File: src/rtl/tt_scanner.sv
// Truth-table scanner: steps a 3-input vector through 000..111, waits a settle
// time per vector, samples the function output and compares against a golden table.
module tt_scanner #(
    parameter int unsigned SETTLE_CYCLES = 2,
    parameter logic [7:0]  EXPECTED      = 8'h70
) (
    input  logic       clk,
    input  logic       rst_n,
    input  logic       start,
    input  logic       s_in,
    output logic       a,
    output logic       b,
    output logic       c,
    output logic       busy,
    output logic       done,
    output logic [7:0] table_out,
    output logic [7:0] mismatch,
    output logic       pass
);

    localparam int unsigned CNT_W = 4;
    localparam int unsigned IDX_W = 3;
    localparam int unsigned TBL_W = 8;

    localparam logic [CNT_W-1:0] SETTLE_LOAD = CNT_W'(SETTLE_CYCLES);
    localparam logic [IDX_W-1:0] LAST_IDX    = IDX_W'(TBL_W - 1);

    typedef enum logic [1:0] {
        IDLE   = 2'd0,
        SETTLE = 2'd1,
        SAMPLE = 2'd2,
        DONE   = 2'd3
    } state_e;

    // With no settle time each vector goes straight to its sample cycle.
    localparam state_e VEC_ENTRY = (SETTLE_CYCLES == 0) ? SAMPLE : SETTLE;

    state_e             state_q, state_d;
    logic [IDX_W-1:0]   k_q, k_d;
    logic [CNT_W-1:0]   cnt_q, cnt_d;
    logic [IDX_W-1:0]   abc_q, abc_d;
    logic               busy_q, busy_d;
    logic               done_q, done_d;
    logic [TBL_W-1:0]   table_q, table_d;
    logic               pass_q, pass_d;

    // Next-state and next-output logic
    always_comb begin
        state_d = state_q;
        k_d     = k_q;
        cnt_d   = cnt_q;
        abc_d   = abc_q;
        busy_d  = busy_q;
        done_d  = 1'b0;
        table_d = table_q;
        pass_d  = pass_q;

        case (state_q)
            IDLE: begin
                if (start) begin
                    state_d = VEC_ENTRY;
                    k_d     = '0;
                    cnt_d   = SETTLE_LOAD;
                    abc_d   = '0;
                    busy_d  = 1'b1;
                    table_d = '0;
                    pass_d  = 1'b0;
                end
            end
            SETTLE: begin
                cnt_d = cnt_q - CNT_W'(1);
                if (cnt_q <= CNT_W'(1)) begin
                    state_d = SAMPLE;
                end
            end
            SAMPLE: begin
                table_d[k_q] = s_in;
                if (k_q == LAST_IDX) begin
                    state_d = DONE;
                    k_d     = '0;
                    abc_d   = '0;
                    done_d  = 1'b1;
                    pass_d  = ((table_d ^ EXPECTED) == 8'h00);
                end else begin
                    state_d = VEC_ENTRY;
                    k_d     = k_q + IDX_W'(1);
                    abc_d   = k_q + IDX_W'(1);
                    cnt_d   = SETTLE_LOAD;
                end
            end
            DONE: begin
                state_d = IDLE;
                busy_d  = 1'b0;
            end
            default: begin
                state_d = IDLE;
            end
        endcase
    end

    always_ff @(posedge clk or negedge rst_n) begin
        if (!rst_n) begin
            state_q <= IDLE;
            k_q     <= '0;
            cnt_q   <= '0;
            abc_q   <= '0;
            busy_q  <= 1'b0;
            done_q  <= 1'b0;
            table_q <= '0;
            pass_q  <= 1'b0;
        end else begin
            state_q <= state_d;
            k_q     <= k_d;
            cnt_q   <= cnt_d;
            abc_q   <= abc_d;
            busy_q  <= busy_d;
            done_q  <= done_d;
            table_q <= table_d;
            pass_q  <= pass_d;
        end
    end

    assign a         = abc_q[2];
    assign b         = abc_q[1];
    assign c         = abc_q[0];
    assign busy      = busy_q;
    assign done      = done_q;
    assign table_out = table_q;
    assign pass      = pass_q;
    // Live view: tracks the partial table during a scan.
    assign mismatch  = table_q ^ EXPECTED;

endmodule
File: config.mk
export PLATFORM = sky130hd
export DESIGN_NAME = tt_scanner
export DESIGN_NICKNAME = d
export VERILOG_FILES = /design/src/rtl/tt_scanner.sv
export SDC_FILE = /design/constraint.sdc
export NUM_CORES = 1
export LEC_CHECK = 0
export CAP_MARGIN = 20
export CELL_PAD_IN_SITES_DETAIL_PLACEMENT = 1
export CELL_PAD_IN_SITES_GLOBAL_PLACEMENT = 2
export CORE_ASPECT_RATIO = 1.2
export CORE_MARGIN = 3
export CORE_UTILIZATION = 32
export DETAILED_ROUTE_END_ITERATION = 8
export PLACE_DENSITY = 0.82
export REMOVE_ABC_BUFFERS = 1
export SLEW_MARGIN = 20
export SYNTH_ARGS = -nofsm -noshare
export SYNTH_HDL_FRONTEND = slang
export SYNTH_SLANG_ARGS = --single-unit
File: constraint.sdc
create_clock -name clk -period 3.6 [get_ports clk]
set_input_delay 0.72 -clock clk [delete_from_list [all_inputs] [get_ports clk]]
set_output_delay 0.72 -clock clk [all_outputs]
set_load 0.01 [all_outputs]
Yosys cells after proc, flatten, opt, wreduce, memory -nomap -nowiden:

Cells that the tools add are included.

* add/sub/neg operators: 2
* magnitude comparators: 3
* equality and inequality tests: 8
* mux-type cells: 22
* bitwise operators: 2
* reductions and logical operators: 11

Operator list (number)
* case mux 8 bit (2 select lines): 1
* case mux 4 bit (3 select lines): 1
* bitwise mux 8 bit: 1
* zero test 8 bit: 1
* two-way mux 4 bit: 2
* two-way mux 8 bit: 1
* != test 2 bit (second input constant): 4
* case mux 2 bit (4 select lines): 1
* two-way mux 1 bit: 6
* two-way mux 2 bit: 3
* two-way mux 3 bit: 2
* inverter 3 bit: 2
* case mux 3 bit (2 select lines): 1
* AND reduction 2 bit: 3
* AND reduction 3 bit: 2
* equality test 2 bit (second input constant): 2
* <= comparator 4 x 1 -> 1 bit (second input constant): 1
* less-than comparator 3 x 4 -> 1 bit (second input constant): 1
* case mux 1 bit (2 select lines): 2
* nonzero test 2 bit: 2
* subtractor 4 x 1 -> 4 bit (second input constant): 1
* adder 3 x 1 -> 3 bit (second input constant): 1
* demux 1 bit (select 3 bit): 1
* equality test 3 bit (second input constant): 1
* other kinds (5): 5

* register bits after elaboration: 20
* input bits: 4

Depth between registers and ports, before layout:

Gate-level depths: netlist of run 1.

* word-level depth: 9
* depth in mapped cells: 7
* gate-level depth less buffers: 6

Worst setup path before layout of run 1:

No wires, ideal clock.

* kind: in2reg
* start: input port s_in
* end: register pass_q (netlist: pass)
* library setup time: 0.077 ns
* arrival time: 1.454 ns
* required time: 3.523 ns
* slack: 2.070 ns
* stages on the path: 4
* path buffers: 0
* cell sequence: or4_1 -> a21oi_1 -> o32ai_1 -> o21ai_1

* cells in the longest elaborated chain, start to end: 5

Ends and longest elaborated chain
* start, declared: line 10 `input logic s_in,`
* bitwise mux 8 bit *: line 77 `table_d[k_q] = s_in;`
* inverter 3 bit (no line)
* zero test 8 bit *: line 83 `pass_d = ((table_d ^ EXPECTED) == 8'h00);`
* two-way mux 1 bit *: line 78 `if (k_q == LAST_IDX) begin`
* case mux 1 bit (2 select lines) *: line 58 `case (state_q)`
* end signal, assigned: line 119 `pass_q <= pass_d;`
* end, declared: line 45 `logic pass_q, pass_d;`

Every way passes the cells marked *; elsewhere a longest branch is shown, timed or not. The select of a mux whose other input is x is not followed.
A chain may end at the register's enable or synchronous reset.

Worst setup path in the final report of run 1:

* start: register abc_q[1]
* end: output port b

RTL lines
* start, declared: line 41 `logic [IDX_W-1:0] abc_q, abc_d;`
* start signal, assigned: line 106 `abc_q <= '0;`
* start signal, assigned: line 115 `abc_q <= abc_d;`
* end, declared: line 12 `output logic b,`

No word-level cell between the ends.

==> impl_metrics.yaml, run 1 <==
die:
  die-height_um: 73.2
  die_x_um: 62.0
  core-area_um2: 3480
  start_util: 0.346
  row_count: 23
  dieArea_um2: 4540
  ios: 26
setup_path:
  crit_fanout: 24
  crit_arrival_ns: 1.73
  critPathTopFamily: "flip-flops"
  cp_cell_sequence: "clkdlybuf4s50_1"
  critPathMaxStageDelay_ns: 0.80
  cp-end-kind: "output port"
  worst-path-buf-inv: 1
  criticalPathCategory: "reg -> out"
  critPathLaunchType: "flop"
  cp_slowest_cell: "dfrtp_1"
  cp.required_ns: 2.88
min_path:
  min_path_type: "reg -> reg"
routing:
  drt_first_pass_iters: 4
  routed_via_density: 5.40
  wl_per_cell_um: 15.3
  drc_errors: 0
  drt-total-wl_um: 3100
  drt_iter0_markers: 45
  drt.antenna.violating_nets: 0
  vias: 1090
finish:
  final_cells: 202
  num_antenna_cells: 0
  area_growth_syn_to_layout_pct: 21.3
  final_util: 0.420
  final_nets: 162
  drive_gt1_frac: 0.0329
  nFillCells: 418
logic_synthesis:
  yosys-top-cells-area: "dfrtp_1 (42%), o21ai_0 (7.9%), ha_1 (4.2%)"
  synth_edf_count: 0
  yosys_warnings: 0
  yosys.area.top_type_share: 0.415
  synth.cell_area_um2: 1200
  yosysUniqueCellTypes: 38
  seq_area_frac_synth: 0.415
  synth-seq-cells: 20
  netlist_instances: 136
  synth_flop_cell: "dfrtp_1"
  avgSynthCellArea_um2: 8.86
  yosys.area.top_type: "dfrtp_1"
  async_flop_share: 1.00
cts:
  cts_setup_buffers: 0
  cts_max_path_buffers: 2
  cts.clk_slew.worst_paths_ns: 0.07
  cts_root_buf: "clkbuf_8"
  cts_hold_repair.buffers: 0
  cts-htree-levels: 1
  cts.sink_count: 20
  cts_tree: "yes"
  cts_resized: 0
  insertion_delay_ns: 0.26
  cts_made_buffers: 3
power_and_ir_drop:
  p_leak_nw: 0.611
  clkPwrFrac: 0.158
  p_sw_mw: 0.388
  p_int_mw: 0.542
  switching_share: 0.417
  p_seq_frac: 0.408
  vdd_drop_max_uv: 248
  p_per_area_nw_per_um2: 637
  power_frac_comb: 0.434
sta:
  relSlewSlack: 0.371
  fin_ws_ns: 1.15
  setup_viol: 0
  rsz0062_at_grt: "no"
  fin_crit_sh: 0.681
  drv_slew: 0
  finalHoldViolCount: 0
  post-route-min-period_ns: 2.45
  tns_ns: 0
  worst_pin_slew_ns: 0.941
  fin_worst_skew_ns: 0.00214
  max_freq_mhz: 408
global_routing:
  grt_pass1_vias: 1113
  track_usage: 0.156
  grt_antenna_before_repair: 0
  grt_max_degree: 25
  grt_first_pass_wirelength_um: 5290
  overflow: 0
placement:
  placed_cells: 199
  post-dp-hpwl_um: 2320
  port_buffers: 25
  place_ws_ns: 1.43
  gp_congestion: 0.785
outcome:
  status: "completed"
job:
  max-cap-violations: 0
## power by group through the flow
stage / Sequential (mW) / Clock (mW) / Combinational [mW]
2_1_floorplan: 0.394 / 0 / 0.214
5_1_grt: 0.395 / 0.161 / 0.460
3_3_place_gp: 0.379 / 0 / 0.394
3_5_place_dp: 0.382 / 0 / 0.409
6_report: 0.380 / 0.147 / 0.404
4_1_cts: 0.378 / 0.152 / 0.411
## path summary, 6_finish.rpt
kind | startpoint | end | slack (ns) | cells after the start
max in group asynchronous | rst_n | table_out[4] | 2.04 | 1
min | cnt_q[3] | cnt_q[3] | 0.49 | 1
max | abc_q[1] | b | 1.15 | 1
max reg2reg | abc_q[1] | cnt_q[2] | 1.68 | 6
min in group asynchronous | rst_n | cnt_q[0] | 0.98 | 1
min reg2reg | cnt_q[3] | cnt_q[3] | 0.49 | 1
## registers in the layout, summed over array words and instances (netlist names)
name	flops
abc_q	3
busy	1
cnt_q	4
done	1
pass	1
state_q	2
table_out	8
## layout make-up
| cell class | count | area [um^2] | area share |
|---|---|---|---|
| Tap cell | 50 | 62.6 | 0.0428 |
| Clock buffer | 3 | 41.3 | 0.0283 |
| Inverter | 8 | 30.0 | 0.0205 |
| Sequential cell | 20 | 500 | 0.342 |
| Multi-Input combinational cell | 95 | 569 | 0.390 |
| Timing Repair Buffer | 26 | 258 | 0.176 |
## synth_stat cells, types with 2 or more instances
library cell	n
buf_2	4
buf_6	3
nand2_1	10
nor3_1	5
a21oi_1	9
nor2b_1	3
a22o_1	4
ha_1	4
inv_1	8
o21ai_1	3
nand3_1	2
dfrtp_1	20
buf_4	5
o21ai_0	19
nand2b_1	6
nor2_1	9
## layout by cell type, fill, tap and decap left out, types with 2 or more instances in the layout
cell type	count
nand2_1	10
nor2_1	9
nand2b_1	6
o21ai_0	19
clkdlybuf4s50_1	25
o21ai_1	3
a21oi_1	9
clkbuf_8	3
dfrtp_1	20
nand3_1	2
inv_1	8
ha_1	4
nor3_1	5
nor2b_1	3
a22o_1	4
## metrics by stage
stage                     power (mW)  hold slack (ns)  cell area, um^2
after floorplan                0.608            0.424             1100
after global placement         0.773            0.485             1420
after detailed placement       0.792            0.478             1420
after CTS                      0.941            0.492             1460
after global routing            1.02            0.514             1460
final                          0.931            0.491             1460
## cells by family (layout without fill, tap and decap cells)
family,after synthesis,after routing,share of synthesized area
and+or+nand+nor,43,43,0.184
buffers and inverters,21,37,0.112
DFF,20,20,0.415
adders and majority gates,4,4,0.0415
AOI/OAI and AO/OA,48,48,0.247
## per-layer routing
layer / track usage / routed length [um] / vias up
met3: 0.0248 / 102 / 9
met5: 0 / 0 / -
met2: 0.255 / 1520 / 27
met4: 0.0731 / 75 / 0
li1: - / - / 516
met1: 0.194 / 1400 / 538
(Power assumes the default switching activity.)
==> run 2: changes to the inputs <==
- CORE_UTILIZATION: 32 -> 29
- PLACE_DENSITY: 0.82 -> 0.75
- clock period: 3.6 -> 2.35 ns (I/O delays scaled with it)
==> run 2 against run 1 <==
- cell count rose by 3.0%
- via count fell by 1.1%
- highest routed layer unchanged
- clock skew grew 0.0028 ns
- power rose by 55%
- largest cell class unchanged
- register-to-register slack got worse by 1.1 ns
==> impl_metrics.yaml, run 2 (synthesis gave the netlist of run 1 again) <==
sta:
  setup_viol: 0
  relSlewSlack: 0.585
  fin_worst_skew_ns: 0.00489
  drv_slew: 0
  fin_crit_sh: 0.898
  worst_pin_slew_ns: 0.621
  post-route-min-period_ns: 2.11
  tns_ns: 0
  max_freq_mhz: 474
  rsz0062_at_grt: "no"
  fin_hold_ws_ns: 0.497
  finalHoldViolCount: 0
cts:
  cts_resized: 0
  cts_made_buffers: 3
  cts_setup_buffers: 0
  insertion_delay_ns: 0.26
  cts.clk_slew.worst_paths_ns: 0.07
  cts.sink_count: 20
  cts_tree: "yes"
  cts_max_path_buffers: 2
  cts_root_buf: "clkbuf_8"
  cts-htree-levels: 1
  cts_hold_repair.buffers: 0
global_routing:
  grt_pass1_vias: 1149
  overflow: 0
  track_usage: 0.143
  grt_antenna_before_repair: 0
  grt_first_pass_wirelength_um: 5640
  grt_max_degree: 21
die:
  ios: 26
  die_x_um: 64.8
  row_count: 25
  core-area_um2: 3970
  start_util: 0.303
  dieArea_um2: 4970
  die-height_um: 76.6
power_and_ir_drop:
  vdd_drop_max_uv: 408
  p_leak_nw: 0.621
  p_per_area_nw_per_um2: 971
setup_path:
  cp_slowest_cell: "dfrtp_1"
  worst-path-buf-inv: 1
  cp.required_ns: 1.88
  critPathTopFamily: "flip-flops"
  cp-end-kind: "output port"
  critPathLaunchType: "flop"
  crit_arrival_ns: 1.64
  crit_fanout: 19
  cp_cell_sequence: "clkdlybuf4s50_1"
  criticalPathCategory: "reg -> out"
  critPathMaxStageDelay_ns: 0.73
finish:
  drive_gt1_frac: 0.0455
  largest_register_ffs: 8
  final_nets: 164
  num_antenna_cells: 0
  area_growth_syn_to_layout_pct: 22.9
  final_cell_mix: "clkdlybuf4s50_1 (25), dfrtp_1 (20), o21ai_0 (19)"
  mostFrequentLayoutCell: "clkdlybuf4s50_1"
routing:
  drt-total-wl_um: 3190
  drt_iter0_markers: 43
  drt_first_pass_iters: 4
  routed_via_density: 5.18
  drt.antenna.violating_nets: 0
  drc_errors: 0
  vias: 1078
  wl_per_cell_um: 15.3
min_path:
  min_path_type: "reg -> reg"
outcome:
  status: "completed"
placement:
  port_buffers: 25
  post-dp-hpwl_um: 2390
  gp_congestion: 0.746
job:
  max-cap-violations: 0
==> run 2: cell count changes in the layout (fill, tap and decap cells not counted) <==
cell,delta
buf_4,+2
==> run 2: final cells by class <==
| class | count | area [um^2] |
|---|---|---|
| Fill cell | 486 | 2490 |
| Multi-Input combinational cell | 95 | 569 |
| Sequential cell | 20 | 500 |
| Timing Repair Buffer | 28 | 273 |
| Tap cell | 54 | 67.6 |
| Clock buffer | 3 | 41.3 |
| Inverter | 8 | 30.0 |
==> run 2: metal layers <==
metal,vias to the layer above,part of all wire,track usage
met3,5,0.044,0.0236
met2,24,0.51,0.254
met5,-,0,0
met1,531,0.43,0.173
li1,518,-,-
met4,0,0.013,0.0444
==> run 2: final timing paths <==
check,startpoint,end,slack (ns),depth (start not counted)
setup / recovery,abc_q[2],a,0.24,1
hold / removal,cnt_q[3],cnt_q[3],0.50,1
setup reg to reg,abc_q[1],cnt_q[2],0.56,6
hold reg to reg,cnt_q[3],cnt_q[3],0.50,1
max in group asynchronous,rst_n,cnt_q[1],1.58,2
min in group asynchronous,rst_n,table_out[0],0.56,2
==> run 2: stage by stage <==
| stage | utilization | worst slack, ns | power, mW | cell area [um^2] | std cells |
|---|---|---|---|---|---|
| after floorplan | - | 0.695 | 0.932 | 1100 | 123 |
| after global placement | 0.363 | 0.484 | 1.20 | 1440 | 205 |
| after detailed placement | 0.363 | 0.459 | 1.23 | 1440 | 205 |
| after CTS | 0.373 | 0.243 | 1.46 | 1480 | 208 |
| after global routing | 0.373 | 0.156 | 1.57 | 1480 | 208 |
| final | 0.373 | 0.240 | 1.44 | 1480 | 208 |
==> run 2: report_power, final <==
part	internal (mW)	switching, mW
registers	0.432	0.161
logic	0.293	0.326
clock network	0.114	0.112
total	0.840	0.598
==> run 3: changes to the inputs <==
- SLEW_MARGIN: 20 -> 40
==> results of run 3 <==
Final layout, timing and power as in run 2 (identical DEF).
